<file path="config.mk">
export PLATFORM = sky130hd
export DESIGN_NAME = conv_window_memory
export DESIGN_NICKNAME = d
export VERILOG_FILES = /design/src/rtl/conv_window_memory.sv
export SDC_FILE = /design/constraint.sdc
export NUM_CORES = 1
export LEC_CHECK = 0
export BUFFER_PORTS_ARGS = -buffer_cell sky130_fd_sc_hd__clkbuf_2
export CAP_MARGIN = 20
export CORE_MARGIN = 5
export CORE_UTILIZATION = 61
export CTS_CLUSTER_DIAMETER = 120
export CTS_CLUSTER_SIZE = 25
export DETAILED_ROUTE_END_ITERATION = 7
export PLACE_DENSITY = 0.85
export SLEW_MARGIN = 20
export SYNTH_ARGS = -nofsm -noshare
export SYNTH_HDL_FRONTEND = slang
export SYNTH_SLANG_ARGS = --single-unit
</file>
<file path="constraint.sdc">
create_clock -name clk -period 5.61 [get_ports clk]
set_input_delay 0.8415 -clock clk [delete_from_list [all_inputs] [get_ports clk]]
set_output_delay 0.8415 -clock clk [all_outputs]
set_load 0.05 [all_outputs]
</file>
<file path="src/rtl/conv_window_memory.sv">
// Serial loader for an N x N tile and a K x K filter; streams every stride-1
// K x K window of the tile row-major over a valid/ready handshake.
module conv_window_memory #(
  parameter int DW = 8,
  parameter int N  = 4,
  parameter int K  = 3
) (
  input  logic              clk,
  input  logic              rst,
  input  logic              start,
  input  logic              in_valid,
  input  logic [DW-1:0]     in_data,
  output logic              in_ready,
  output logic              load_done,
  output logic [K*K*DW-1:0] filt_data,
  output logic              win_valid,
  input  logic              win_ready,
  output logic [K*K*DW-1:0] win_data,
  output logic [((N-K+1) > 1 ? $clog2(N-K+1) : 1)-1:0] win_row,
  output logic [((N-K+1) > 1 ? $clog2(N-K+1) : 1)-1:0] win_col,
  output logic              win_last,
  output logic              busy
);
  localparam int M  = N - K + 1;
  localparam int RW = (M > 1) ? $clog2(M) : 1;
  localparam int TW = (N * N > 1) ? $clog2(N * N) : 1;
  localparam int FW = (K * K > 1) ? $clog2(K * K) : 1;

  // states: IDLE wait start | LOAD_D tile fill | LOAD_F filter fill | SCAN stream windows
  typedef enum logic [1:0] {IDLE, LOAD_D, LOAD_F, SCAN} state_t;

  state_t          state, next_state;
  logic [TW-1:0]   cnt;
  logic [RW-1:0]   row, col;
  logic [DW-1:0]   tile [N*N];
  logic [DW-1:0]   filt [K*K];
  logic [TW-1:0]   idx;
  logic            accept;

  assign accept    = in_valid & in_ready;
  assign in_ready  = (state == LOAD_D) || (state == LOAD_F);
  assign win_valid = (state == SCAN);
  assign busy      = (state != IDLE);
  assign win_last  = (state == SCAN) && (row == RW'(M - 1)) && (col == RW'(M - 1));
  assign win_row   = row;
  assign win_col   = col;

  always_comb begin
    next_state = state;
    case (state)
      IDLE:    if (start) next_state = LOAD_D;
      LOAD_D:  if (accept && cnt == TW'(N * N - 1)) next_state = LOAD_F;
      LOAD_F:  if (accept && cnt == TW'(K * K - 1)) next_state = SCAN;
      SCAN:    if (win_ready && win_last) next_state = IDLE;
      default: next_state = IDLE;
    endcase
  end

  always_ff @(posedge clk) begin
    if (rst) state <= IDLE;
    else     state <= next_state;
  end

  always_ff @(posedge clk) begin
    if (rst) begin
      cnt       <= '0;
      row       <= '0;
      col       <= '0;
      load_done <= 1'b0;
      for (int i = 0; i < N * N; i++) tile[i] <= '0;
      for (int i = 0; i < K * K; i++) filt[i] <= '0;
    end else begin
      load_done <= (state == LOAD_F) && (next_state == SCAN);
      case (state)
        IDLE: if (start) cnt <= '0;
        LOAD_D: if (accept) begin
          tile[cnt] <= in_data;
          cnt <= (cnt == TW'(N * N - 1)) ? '0 : cnt + TW'(1);
        end
        LOAD_F: if (accept) begin
          filt[cnt[FW-1:0]] <= in_data;
          cnt <= cnt + TW'(1);
          if (cnt == TW'(K * K - 1)) begin
            row <= '0;
            col <= '0;
          end
        end
        SCAN: if (win_ready) begin
          // the final handshake leaves row/col parked at the origin
          if (col == RW'(M - 1)) begin
            col <= '0;
            row <= win_last ? '0 : row + RW'(1);
          end else begin
            col <= col + RW'(1);
          end
        end
        default: ;
      endcase
    end
  end

  always_comb begin
    idx       = '0;
    win_data  = '0;
    filt_data = '0;
    for (int i = 0; i < K; i++) begin
      for (int j = 0; j < K; j++) begin
        idx = TW'((int'(row) + i) * N + int'(col) + j);
        win_data[(i*K+j)*DW +: DW]  = tile[idx];
        filt_data[(i*K+j)*DW +: DW] = filt[i*K+j];
      end
    end
  end
endmodule
</file>
==> impl_metrics.py, run 1 <==
metrics = {
    "yosys": {
        "avgSynthCellArea_um2": 15.4,
        "yosysUniqueCellTypes": 41,
        "synth.area.mux_share": 0.162,
        "synth-async-reset-ratio": 0,
        "syn-cell-area_um2": 10100,
        "synth_xor_area_frac": 0.000867,
        "synthTopCellsByCount": "200 x edfxtp_1, 136 x and2_1, 72 x mux4_2",
        "synth-simple-area-share": 0.165,
        "yosysMostFrequentCell": "edfxtp_1",
        "ys_seq_area_frac": 0.612,
        "synthAdderAreaFrac": 0.0124,
        "ys_ff_latch": 209,
        "synth_edf_count": 200,
        "synth_top_cell_area_share": 0.594,
        "yosys_warnings": 0,
        "synth_compound_area_frac": 0.0220,
        "netlist_instances": 658,
        "yosysTopAreaCell": "edfxtp_1",
        "synth_ff_type": "edfxtp_1",
        "synth_area_leaders": "edfxtp_1 59%, mux4_2 16%, and2_1 8.4%",
        "synth_top_family_by_area": "simple AND/OR/NAND/NOR gates",
        "synth_nets": 681,
    },
    "cells_and_area": {
        "postLayoutCoreUtil": 0.691,
        "layout-drive-gt1-share": 0.353,
        "stdcell_count": 1007,
        "syn_to_final_growth_pct": 12.2,
        "nNetsFinal": 807,
        "fillers": 1033,
        "num_antenna_cells": 0,
    },
    "sta": {
        "fmax_mhz": 274,
        "maxSlewViolCount": 0,
        "clock_skew_ps": 20.1,
        "slew_headroom": 0.280,
        "setup_viol": 0,
        "hold_viol": 0,
        "grt_setup_unrepaired": "no",
        "setup_tns_ps": 0,
        "fin_crit_ps": 3660,
        "post-route-period-util": 0.652,
        "tightest_slew_ps": 1080,
    },
    "routing": {
        "met2_length_mm": 12.7,
        "wl_met3_mm": 3.15,
        "viasPerCell": 6.50,
        "dr_total_vias": 6541,
        "routed.top_layer": "met4",
        "wl_per_cell_um": 26.0,
        "route.detailed.drc": 0,
        "wl_met1_mm": 9.23,
        "drt_iter0_drc": 916,
        "ant_nets": 0,
        "dr.pass1.iters": 5,
        "wl_mm": 26.2,
    },
    "setup_path": {
        "start_kind": "register",
        "reg2reg_depth": 5,
        "cp.buffers_inverters": 2,
        "worstPathArrival_ps": 2810,
        "slowest_stage": "dfxtp_4",
        "path_class": "register to output port",
        "r2r_end": "filt[6][3]",
        "endpoint_kind": "output port",
        "critPathMaxStageDelay_ps": 820,
        "timing.rr.start": "state[1]",
        "critPathTopFamily": "buffers and inverters",
        "worstPathMaxFanout": 47,
        "crit_required_ps": 4770,
        "rrSetupSlack_ps": 2810,
        "crit_chain": "buf_4 > mux4_2 > clkbuf_2",
    },
    "placement": {
        "hpwl_mm": 17.9,
        "place_congestion": 0.900,
        "io_buffer_count": 163,
        "dp.cells": 990,
    },
    "floorplan": {
        "dieArea_um2": 19200,
        "ios": 164,
        "start_util": 0.616,
        "die_h_um": 139,
        "die_x_um": 139,
        "rows": 47,
        "coreArea_um2": 16400,
    },
    "global_routing": {
        "grt.overflow.total": 0,
        "antenna_found_initial": 0,
        "grt_usage": 0.270,
        "grt_first_pass_wirelength_mm": 39.8,
        "grt_pass1_vias": 6537,
        "grt_max_degree": 79,
    },
    "clocking": {
        "cts.path.max_buffers": 3,
        "path_clk_slew_ps": 90,
        "cts_max_level": 1,
        "clock_latency_ps": 460,
        "cts_tree": "done",
        "cts_resized": 0,
        "post_cts_buffers": 0,
        "cts-root-buf": "clkbuf_16",
        "clock_sinks": 209,
        "hold_buffers": 0,
        "cts_inserted_buffers": 12,
    },
    "hold_path": {
        "hp-class": "register to register",
        "whs_endpoint": "cnt[1]",
        "holdPathStages": 1,
        "worst_hold_startpoint": "cnt[1]",
    },
    "power": {
        "leakage_nw": 4.55,
        "p_total_w": 0.00350,
        "vdd_drop_max_mv": 0.372,
        "power.density_nw_per_um2": 309,
    },
    "run_status": {
        "status": "complete, no violations",
    },
    "run": {
        "drv_cap": 0,
    },
}
## cell usage in the layout (no fill, tap or decap), drive strengths merged, types with 2 or more instances in the layout
master    n
edfxtp  200
clkbuf  179
and2    136
mux4     72
and3     66
or2      19
nor2     16
a21o     10
nand2    10
ha       10
inv       9
nand3     9
dfxtp     9
o21ai     7
nor3      6
a21oi     5
nand2b    4
a22o      2
a31oi     2
nor3b     2
a211oi    2
## layout make-up
class	count	area, µm²	area share
multi-input cells	389	3660	0.323
inverters	8	30.0	0.00265
clock buffers	16	337	0.0297
flip-flops and latches	209	6190	0.546
well taps	220	275	0.0243
repair buffers	164	823	0.0726
clock inverters	1	16.3	0.00143
## metal layers
layer,GRT usage,up-vias
li1,-,2736
met1,0.359,3228
met2,0.443,486
met3,0.0597,91
met4,0.0999,0
met5,0,-
## stage by stage
| stage | worst slack, ps | area [µm²] | hold WS [ps] |
|---|---|---|---|
| floorplan | 2920 | 10100 | 534 |
| global placement | 2490 | 11000 | 556 |
| detailed placement | 2330 | 11000 | 593 |
| CTS | 1920 | 11300 | 621 |
| global route | 1760 | 11300 | 669 |
| finish | 1950 | 11300 | 619 |
## kinds of logic (layout without fill, tap and decap cells)
family | Yosys count | count (layout)
xor+xnor | 1 | 1
compound gates | 33 | 33
simple gates | 272 | 272
buf+inv | 60 | 189
flops | 209 | 209
fa+ha+maj | 10 | 10
mux | 73 | 73
## power by group
part | leakage [nW] | internal [W] | switching [W] | total, W
Combinational | 2.26 | 0.000200 | 0.000542 | 0.000742
Sequential | 2.11 | 0.00178 | 0.0000697 | 0.00185
Clock | 0.171 | 0.000431 | 0.000481 | 0.000912
## sequential cells by signal, summed over array words and instances (netlist names)
| signal | count |
|---|---|
| filt | 72 |
| load_done | 1 |
| cnt | 4 |
| state | 2 |
| tile | 128 |
| win_row | 1 |
| win_col | 1 |
## how the worst max path moves through the flow
stage | from | endpoint | slack (ps) | depth (start not counted)
CTS | win_col | win_data[39] | 1920 | 3
detailed placement | rst | filt[6][0] | 2330 | 4
global placement | rst | filt[6][0] | 2490 | 4
global route | win_col | win_data[39] | 1760 | 3
finish | win_col | win_data[39] | 1950 | 3
floorplan | win_row | win_data[38] | 2920 | 3
(Power assumes the default switching activity.)
==> run 2: changes to the inputs <==
--- a/config.mk
+++ b/config.mk
@@ -8,11 +8,11 @@
 export BUFFER_PORTS_ARGS = -buffer_cell sky130_fd_sc_hd__clkbuf_2
 export CAP_MARGIN = 20
 export CORE_MARGIN = 5
-export CORE_UTILIZATION = 61
+export CORE_UTILIZATION = 51
 export CTS_CLUSTER_DIAMETER = 120
 export CTS_CLUSTER_SIZE = 25
 export DETAILED_ROUTE_END_ITERATION = 7
-export PLACE_DENSITY = 0.85
+export PLACE_DENSITY = 0.76
 export SLEW_MARGIN = 20
 export SYNTH_ARGS = -nofsm -noshare
 export SYNTH_HDL_FRONTEND = slang
==> constraint.sdc (replaced) <==
create_clock -name clk -period 3.3 [get_ports clk]
set_input_delay 0.495 -clock clk [delete_from_list [all_inputs] [get_ports clk]]
set_output_delay 0.495 -clock clk [all_outputs]
set_load 0.05 [all_outputs]
==> impl_metrics.py, run 2 (synthesized netlist as in run 1, its figures left out) <==
metrics = {
    "run_status": {
        "status": "complete, no violations",
    },
    "sta": {
        "fin_crit_ps": 2820,
        "grt_setup_unrepaired": "no",
        "setup_viol": 0,
        "post-route-period-util": 0.855,
        "fmax_mhz": 354,
        "worst_slack_ps": 478,
        "slew_headroom": 0.510,
        "whs_ps": 430,
        "setup_tns_ps": 0,
        "maxSlewViolCount": 0,
        "hold_viol": 0,
        "tightest_slew_ps": 734,
        "clock_skew_ps": 25.5,
    },
    "setup_path": {
        "endpoint_kind": "output port",
        "timing.rr.start": "cnt[0]",
        "worstPathMaxFanout": 27,
        "cp-startpoint": "win_col",
        "reg2reg_depth": 5,
        "worstPathArrival_ps": 2330,
        "endpoint": "win_data[43]",
        "rrSetupSlack_ps": 730,
        "path_class": "register to output port",
        "r2r_end": "tile[4][3]",
        "crit_required_ps": 2800,
        "start_kind": "register",
    },
    "placement": {
        "dp.cells": 1043,
        "pre_cts_slack_ps": 801,
        "io_buffer_count": 163,
        "place_congestion": 0.849,
        "hpwl_mm": 19.4,
    },
    "cells_and_area": {
        "largest_reg_flops": 128,
        "largest-register": "tile",
        "stdcell_count": 1064,
        "fillers": 1485,
        "syn_to_final_growth_pct": 13.7,
        "layout_commonest_cell": "edfxtp_1",
        "nNetsFinal": 815,
        "reg.largest.list": "tile (128), filt (72), cnt (4)",
        "layout-drive-gt1-share": 0.358,
        "final_cell_mix": "200 x edfxtp_1, 163 x clkbuf_2, 136 x and2_1",
    },
    "routing": {
        "ant_nets": 0,
        "route.detailed.drc": 0,
        "drt_iter0_drc": 743,
        "wl_mm": 27.4,
        "viasPerCell": 6.13,
        "dr.pass1.iters": 5,
        "dr_total_vias": 6517,
        "wl_per_cell_um": 25.7,
    },
    "clocking": {
        "cts_max_level": 1,
        "hold_buffers": 0,
        "cts-root-buf": "clkbuf_16",
        "clock_latency_ps": 470,
        "cts.path.max_buffers": 3,
        "cts_inserted_buffers": 12,
        "path_clk_slew_ps": 100,
        "cts_tree": "done",
        "clock_sinks": 209,
        "post_cts_buffers": 0,
        "cts_resized": 0,
    },
    "global_routing": {
        "grt.overflow.total": 0,
        "grt_usage": 0.242,
        "grt_first_pass_wirelength_mm": 40.9,
        "grt_max_degree": 39,
        "antenna_found_initial": 1,
        "grt_pass1_vias": 6432,
    },
    "hold_path": {
        "hp-class": "input port to register",
        "worst_hold_startpoint": "rst",
    },
    "power": {
        "vdd_drop_max_mv": 0.344,
        "sw_frac_of_total": 0.315,
        "clkPwrFrac": 0.264,
        "p_int_w": 0.00411,
        "seq_power_share": 0.521,
        "power.density_nw_per_um2": 523,
        "combPwrFrac": 0.215,
        "switchingPower_w": 0.00189,
        "leakage_nw": 4.60,
    },
    "floorplan": {
        "rows": 51,
        "start_util": 0.519,
        "dieArea_um2": 22700,
        "die_h_um": 151,
        "die_x_um": 151,
        "ios": 164,
        "coreArea_um2": 19500,
    },
    "run": {
        "drv_cap": 0,
    },
}
[run 2: cell count changes in the layout (fill, tap and decap cells not counted)]
cell	previous run	this run
diode_2	0	1
buf_12	0	2
buf_4	1	7
clkbuf_1	3	6
[run 2: final cells by class]
type	count	area, µm²	area share
Tap cell	265	332	0.0289
Multi-Input combinational cell	389	3660	0.319
Clock buffer	19	348	0.0303
Antenna cell	1	2.50	0.000218
Clock inverter	1	16.3	0.00142
Timing Repair Buffer	172	908	0.0791
Inverter	8	30.0	0.00261
Sequential cell	209	6190	0.539
[run 2: metal layers]
layer / track usage / vias to the layer above / part of all wire
li1: - / 2761 / -
met1: 0.339 / 3278 / 0.37
met2: 0.397 / 420 / 0.50
met3: 0.0382 / 58 / 0.11
met4: 0.0712 / 0 / 0.031
met5: 0 / - / 0
[run 2: worst max-delay path: stages (launching register included)]
cell	delay [ps]
dfxtp_4	670
buf_4	370
mux4_2	550
clkbuf_2	250
[run 2: power groups by stage]
stage	Combinational (W)	Clock [W]	Sequential, W
6_report	0.00129	0.00158	0.00313
5_1_grt	0.00137	0.00171	0.00314
2_1_floorplan	0.000882	0	0.00325
4_1_cts	0.00129	0.00160	0.00313
3_3_place_gp	0.00126	0	0.00318
3_5_place_dp	0.00129	0	0.00319
[run 2: stage by stage]
step                      total power (W)  cell area [µm²]  utilization
after floorplan                   0.00414            10100            -
after global placement            0.00444            11100        0.572
after detailed placement          0.00447            11100        0.572
after CTS                         0.00601            11500        0.590
after global routing              0.00622            11500        0.590
final                             0.00601            11500        0.590
[run 2: worst min path at each step]
stage	endpoint	slack, ps	cells past startpoint
floorplan	cnt[1]	530	1
global placement	cnt[1]	550	1
detailed placement	cnt[1]	570	1
CTS	load_done	430	4
global route	win_row	450	2
finish	win_row	430	2
